File: config.mk
export PLATFORM = sky130hd
export DESIGN_NAME = alu_issue_stage
export DESIGN_NICKNAME = d
export VERILOG_FILES = /design/src/rtl/alu_pkg.sv /design/src/rtl/alu_cmd_fifo.sv /design/src/rtl/alu_issue_stage.sv
export SDC_FILE = /design/constraint.sdc
export NUM_CORES = 1
export LEC_CHECK = 0
export CELL_PAD_IN_SITES_DETAIL_PLACEMENT = 1
export CELL_PAD_IN_SITES_GLOBAL_PLACEMENT = 1
export CORE_MARGIN = 1.5
export CORE_UTILIZATION = 40
export DETAILED_ROUTE_END_ITERATION = 6
export GPL_TIMING_DRIVEN = 0
export MAX_ROUTING_LAYER = met4
export PLACE_DENSITY = 0.87
export SKIP_LAST_GASP = 1
export SYNTH_ARGS = -nofsm -noshare
export SYNTH_HDL_FRONTEND = slang
export SYNTH_HIERARCHICAL = 1
export SYNTH_SLANG_ARGS = --single-unit
File: constraint.sdc
create_clock -name clk -period 6.2 [get_ports clk]
set_clock_uncertainty 0.15 [all_clocks]
set_input_delay 0.93 -clock clk [delete_from_list [all_inputs] [get_ports clk]]
set_output_delay 0.93 -clock clk [all_outputs]
set_load 0.03 [all_outputs]
File: src/rtl/alu_pkg.sv
// Shared definitions for the ALU issue stage: opcodes, FSM states and the command word.
package alu_pkg;

    localparam int unsigned DATA_W     = 8;
    localparam int unsigned OP_W       = 4;
    localparam int unsigned CMD_W      = OP_W + 2 * DATA_W;
    localparam int unsigned FIFO_DEPTH = 2;

    localparam logic [OP_W-1:0] OP_ADD = 4'b0000;
    localparam logic [OP_W-1:0] OP_SUB = 4'b0001;
    localparam logic [OP_W-1:0] OP_MUL = 4'b0010;
    localparam logic [OP_W-1:0] OP_DIV = 4'b0011;
    localparam logic [OP_W-1:0] OP_AND = 4'b0100;
    localparam logic [OP_W-1:0] OP_OR  = 4'b0101;
    localparam logic [OP_W-1:0] OP_XOR = 4'b0110;
    localparam logic [OP_W-1:0] OP_NOT = 4'b0111;
    localparam logic [OP_W-1:0] OP_SHL = 4'b1000;
    localparam logic [OP_W-1:0] OP_SHR = 4'b1001;
    localparam logic [OP_W-1:0] OP_ROL = 4'b1010;
    localparam logic [OP_W-1:0] OP_ROR = 4'b1011;
    localparam logic [OP_W-1:0] OP_INC = 4'b1100;
    localparam logic [OP_W-1:0] OP_DEC = 4'b1101;
    localparam logic [OP_W-1:0] OP_LT  = 4'b1110;
    localparam logic [OP_W-1:0] OP_EQ  = 4'b1111;

    typedef enum logic [1:0] {
        ST_IDLE,
        ST_ISSUE,
        ST_DONE
    } state_e;

    typedef struct packed {
        logic [OP_W-1:0]   op;
        logic [DATA_W-1:0] a;
        logic [DATA_W-1:0] b;
    } cmd_t;

endpackage

File: src/rtl/alu_cmd_fifo.sv
// Two-entry command FIFO; push is refused while full even if a pop happens on the same edge.
module alu_cmd_fifo
    import alu_pkg::*;
(
    input  logic             clk,
    input  logic             rst_n,
    input  logic             push,
    input  logic [CMD_W-1:0] push_data,
    input  logic             pop,
    output logic [CMD_W-1:0] head,
    output logic             full,
    output logic             empty
);

    logic [CMD_W-1:0] mem [FIFO_DEPTH];
    logic             wr_ptr;
    logic             rd_ptr;
    logic [1:0]       count;
    logic             do_push;
    logic             do_pop;

    assign full    = (count == 2'd2);
    assign empty   = (count == 2'd0);
    assign do_push = push && !full;
    assign do_pop  = pop && !empty;
    assign head    = mem[rd_ptr];

    // NOTE: storage is not reset; count and pointers alone decide which entries are live.
    always_ff @(posedge clk) begin
        if (do_push) begin
            mem[wr_ptr] <= push_data;
        end
    end

    always_ff @(posedge clk or negedge rst_n) begin
        if (!rst_n) begin
            wr_ptr <= 1'b0;
            rd_ptr <= 1'b0;
            count  <= 2'd0;
        end else begin
            if (do_push) wr_ptr <= ~wr_ptr;
            if (do_pop)  rd_ptr <= ~rd_ptr;
            case ({do_push, do_pop})
                2'b10:   count <= count + 2'd1;
                2'b01:   count <= count - 2'd1;
                default: count <= count;
            endcase
        end
    end

endmodule

File: src/rtl/alu_issue_stage.sv
// Buffers ALU commands, issues one per ISSUE cycle and captures the result with valid/ready.
// Optional divide-by-zero guard enabled by defining DIV_GUARD_EN.
module alu_issue_stage
    import alu_pkg::*;
(
    input  logic              clk,
    input  logic              rst_n,
    input  logic              in_valid,
    output logic              in_ready,
    input  logic [OP_W-1:0]   in_op,
    input  logic [DATA_W-1:0] in_a,
    input  logic [DATA_W-1:0] in_b,
    output logic [DATA_W-1:0] alu_a,
    output logic [DATA_W-1:0] alu_b,
    output logic [OP_W-1:0]   alu_sel,
    input  logic [DATA_W-1:0] alu_res,
    input  logic              alu_carry,
    output logic              res_valid,
    input  logic              res_ready,
    output logic [DATA_W-1:0] res_data,
    output logic              res_carry,
    output logic              res_zero,
    output logic              res_err
);

    state_e            state;
    cmd_t              in_cmd;
    cmd_t              head_cmd;
    logic              fifo_full;
    logic              fifo_empty;
    logic              fifo_pop;
    logic [DATA_W-1:0] cap_data;
    logic              cap_carry;
    logic              cap_zero;

    assign in_cmd   = '{op: in_op, a: in_a, b: in_b};
    assign in_ready = !fifo_full;
    assign fifo_pop = (state == ST_ISSUE);

    alu_cmd_fifo u_fifo (
        .clk       (clk),
        .rst_n     (rst_n),
        .push      (in_valid),
        .push_data (in_cmd),
        .pop       (fifo_pop),
        .head      (head_cmd),
        .full      (fifo_full),
        .empty     (fifo_empty)
    );

`ifdef DIV_GUARD_EN
    logic div_zero;
    assign div_zero  = (alu_sel == OP_DIV) && (alu_b == '0);
    assign cap_data  = div_zero ? '0 : alu_res;
    assign cap_carry = div_zero ? 1'b0 : alu_carry;
`else
    assign cap_data  = alu_res;
    assign cap_carry = alu_carry;
    assign res_err   = 1'b0;
`endif
    assign cap_zero = (cap_data == '0);

    // NOTE: all state updates use non-blocking assignments so every register samples pre-edge values.
    always_ff @(posedge clk or negedge rst_n) begin
        if (!rst_n) begin
            state     <= ST_IDLE;
            alu_a     <= '0;
            alu_b     <= '0;
            alu_sel   <= '0;
            res_valid <= 1'b0;
            res_data  <= '0;
            res_carry <= 1'b0;
            res_zero  <= 1'b0;
`ifdef DIV_GUARD_EN
            res_err   <= 1'b0;
`endif
        end else begin
            case (state)
                ST_IDLE: begin
                    if (!fifo_empty) begin
                        alu_a   <= head_cmd.a;
                        alu_b   <= head_cmd.b;
                        alu_sel <= head_cmd.op;
                        state   <= ST_ISSUE;
                    end
                end
                ST_ISSUE: begin
                    res_data  <= cap_data;
                    res_carry <= cap_carry;
                    res_zero  <= cap_zero;
`ifdef DIV_GUARD_EN
                    res_err   <= div_zero;
`endif
                    res_valid <= 1'b1;
                    state     <= ST_DONE;
                end
                ST_DONE: begin
                    // The pop happened on entry to DONE, so the current head is the next command.
                    if (res_ready) begin
                        res_valid <= 1'b0;
                        if (!fifo_empty) begin
                            alu_a   <= head_cmd.a;
                            alu_b   <= head_cmd.b;
                            alu_sel <= head_cmd.op;
                            state   <= ST_ISSUE;
                        end else begin
                            state <= ST_IDLE;
                        end
                    end
                end
                default: state <= ST_IDLE;
            endcase
        end
    end

endmodule

==> reports/metrics.csv, run 1 <==
stage,metric,value,unit
status,outcome,finished clean,
detailed_routing,routed wire length,5660,µm
grt,vias in the first global route,1711,
cts,"Setup Fix Bufs, Post-CTS",0,
detailed_routing,DRT antenna net count,0,
setup_path,origin of the critical flop-to-flop path,u_fifo/count[0]$_DFFE_PN0P_,
setup_path,Crit. End Element,output port,
sta,Setup TNS,0,ns
setup_path,R2R Path End,u_fifo/mem[1][2]$_DFFE_PP_,
synth,most numerous cell in the Yosys netlist,edfxtp_1,
floorplan,Die Area,8010,µm²
sta,setup violators final,0,
floorplan,core area,7250,µm²
cts,total CTS buffers,9,
synth,mux cell area share after synthesis,20.8,%
synth,Synth area leader,edfxtp_1,
setup_path,Worst path depth,4,
setup_path,"Largest stage delay, worst path",0.65,ns
detailed_routing,drc violations,0,
synth,post-synthesis compound-gate area fraction,0.669,%
cts,H-tree Lvls,3,
synth,Main synth FF type,edfxtp_1,
synth,Netlist cell types,21,
finish,area grow syn2layout,31.6,%
setup_path,r2r setup slk,4.26,ns
sta,Max-slew headroom,36.2,%
hold_path,end point of the worst hold path,res_valid$_DFFE_PN0P_,
sta,Final Hold Fails,0,
synth,main area contributors after synthesis,"edfxtp_1 (40%), dfrtp_1 (31%), mux2_2 (11%), mux2_4 (9.5%), buf_4 (1.0%)",
setup_path,Max Fanout on Critical Path,4,
cts,CTS tree,yes,
cts,worst-skew pair later-pin latency,0.34,ns
placed_design,I/O Buffers,64,
grt,initial antenna violation count,0,
cts,Clock Path Buffers,2,
detailed_routing,DR WL/cell,16.5,µm
setup_path,Worst path most repeated cell,inv_1,
synth,post-synthesis adder-cell area fraction,0.418,%
sta,worst setup margin,3.45,ns
setup_path,crit path kind,flip-flop to output port,
floorplan,Row Count,31,
hold_path,hold path start,state[1]$_DFFE_PN0P_,
synth,Mapped Cells,164,
finish,final design utilization,54.3,%
cts,Clock transition at path regs,0.08,ns
detailed_routing,Initial DRT Pass Iterations,4,
setup_path,"Critical Path, Cell by Cell","nand2b_1, inv_1, inv_1, clkdlybuf4s50_1",
grt,Total GRT Usage,15.8,%
setup_path,"Req. time, crit path",5.12,ns
synth,Post-Syn Nets,198,
sta,"Slew Viols, Final",0,
placed_design,gp weighted congestion,0.666,
floorplan,I/O Pins,66,
synth,Post-Syn Area,2990,µm²
synth,"EDFF count, synth",40,
synth,Post-Synth Simple-Gate Area,3.01,%
finish,# diodes,0,
run,Max Cap Viol,0,
finish,# nets final,274,
cts,count of hold-fix buffers inserted at cts,0,
power,total power,0.00218,W
setup_path,worst path arrival time,1.67,ns
hold_path,WHS Path Cells,1,
grt,first-pass GRT wire length,8620,µm
grt,largest net degree at the start of global routing,38,
power,cell area power density,553,nW/µm²
placed_design,DP HPWL,3970,µm
synth,commonest cells in the netlist,"edfxtp_1 (40), dfrtp_1 (37), mux2_2 (30)",
synth,post-synthesis sequential area ratio,71.1,%
synth,Synth warnings,6,
sta,Fmax,364,MHz
setup_path,CP max stage cell,clkdlybuf4s50_1,
sta,fin crit share,44.3,%
synth,largest family of logic cells by synthesized area,multiplexers,
finish,Fillers,687,
floorplan,Die Wd,89.5,µm
setup_path,Buf/Inv on CP,3,
synth,Synth async-reset ratio,48.1,%
hold_path,Hold WC Path Type,flip-flop to flip-flop,
power,Peak VDD IR,242,µV
cts,clk sinks,77,
placed_design,Post-Place Setup Slack,3.37,ns
power,leak pwr,1.57,nW
grt,GR Overflow Total,0,
sta,Slew @ Worst Pin,0.957,ns
synth,#FFs+latches synth,77,
detailed_routing,vias per cell,4.69,
setup_path,Register-to-Register Path Depth,2,
sta,"Min Clock Period, post-route",2.75,ns
cts,Root Buffer,clkbuf_8,
sta,RSZ-0062 raised after global routing,false,
cts,post_cts resized,0,
synth,area share of the largest cell type after synthesis,40.2,%
detailed_routing,DRT iter0 DRCs,59,
setup_path,CP startpoint kind,flip-flop,
floorplan,initial core utilization,41.2,%
detailed_routing,Vias,1614,
floorplan,height of the die,89.5,µm
finish,share of cells above drive strength 1,31.0,%
setup_path,"CP delay by family, top",buffers and inverters,
synth,Synth Area in XOR/XNOR,1.46,%
synth,Syn Area/Cell,18.2,µm²
-- state kept, by name, summed over array words and instances, names as in the netlist --
| signal | count |
|---|---|
| res_data | 8 |
| res_carry | 1 |
| u_fifo/rd_ptr | 1 |
| u_fifo/count | 2 |
| alu_b | 8 |
| res_valid | 1 |
| res_zero | 1 |
| u_fifo/mem | 40 |
| state | 2 |
| u_fifo/wr_ptr | 1 |
| alu_sel | 4 |
| alu_a | 8 |
-- area by class of cell --
| class | instances | area (µm²) | share of cell area (%) |
|---|---|---|---|
| plain buffers | 6 | 52.6 | 1.34 |
| multi-input cells | 76 | 796 | 20.2 |
| clock buffers | 11 | 141 | 3.59 |
| clock inverters | 5 | 26.3 | 0.668 |
| well taps | 99 | 124 | 3.15 |
| inverters | 5 | 18.8 | 0.477 |
| repair buffers | 65 | 651 | 16.5 |
| flip-flops and latches | 77 | 2130 | 54.0 |
-- report_power, final --
part	switching, W	internal (W)	total, W
clock network	0.000174	0.000154	0.000328
logic	0.000495	0.000527	0.00102
registers	0.0000909	0.000738	0.000829
total	0.000760	0.00142	0.00218
-- how the worst max path moves through the flow --
stage | start | end | slack [ns]
after floorplan | in_valid | u_fifo/mem[0][0]$_DFFE_PP_ | 3.77
after global placement | in_valid | u_fifo/mem[0][19]$_DFFE_PP_ | 2.72
after detailed placement | in_valid | u_fifo/mem[1][19]$_DFFE_PP_ | 3.37
after CTS | u_fifo/count[0]$_DFFE_PN0P_ | in_ready | 3.43
after global routing | u_fifo/count[0]$_DFFE_PN0P_ | in_ready | 3.36
final | u_fifo/count[0]$_DFFE_PN0P_ | in_ready | 3.45
-- cells in the final DEF, fill, tap and decap left out, types with 4 or more instances in the layout --
cell and count:
clkdlybuf4s50_1 63, edfxtp_1 40, buf_4 4, clkinv_2 4
mux2_2 30, inv_1 5, dfrtp_1 37, clkbuf_8 10
mux2_4 19, nand2_1 4
-- per-layer routing --
layer	track usage, %	vias up	share of wire, %
met2	26.4	36	53
met5	-	-	0
met4	7.55	0	1.8
li1	-	742	-
met1	18.4	827	43
met3	2.77	9	2.6
-- per-stage QoR --
step,cells,area [µm²],hold WS (ns)
floorplan,164,2990,0.311
global placement,327,3760,0.314
detailed placement,328,3770,0.341
CTS,344,3940,0.355
global route,344,3940,0.377
finish,344,3940,0.354
-- kinds of logic (layout without fill, tap and decap cells) --
group                    after synthesis  after routing
AND/OR/NAND/NOR                       16             16
other                                  1              1
multiplexers                          49             49
buffers and inverters                 11             92
AO/OA/AOI/OAI                          4              4
adder cells (fa/ha/maj)                1              1
flip-flops                            77             77
XOR/XNOR                               5              5
No activity file was read; power rests on OpenSTA's default activity.
==> run 2: changes to the inputs <==
==> constraint.sdc (replaced) <==
create_clock -name clk -period 2.8 [get_ports clk]
set_clock_uncertainty 0.15 [all_clocks]
set_input_delay 0.42 -clock clk [delete_from_list [all_inputs] [get_ports clk]]
set_output_delay 0.42 -clock clk [all_outputs]
set_load 0.03 [all_outputs]
==> results of run 2 <==
The final DEF is identical to that of run 1. Status: finished clean.
Among the figures that moved: setup slack after placement 3.37 ns -> 0.478 ns; setup slack after layout 3.45 ns -> 0.561 ns; hold slack 0.354 ns -> 0.0356 ns; register-to-register setup slack 4.26 ns -> 0.86 ns; total power 0.00218 W -> 0.00482 W; worst IR drop on VDD 242 µV -> 535 µV
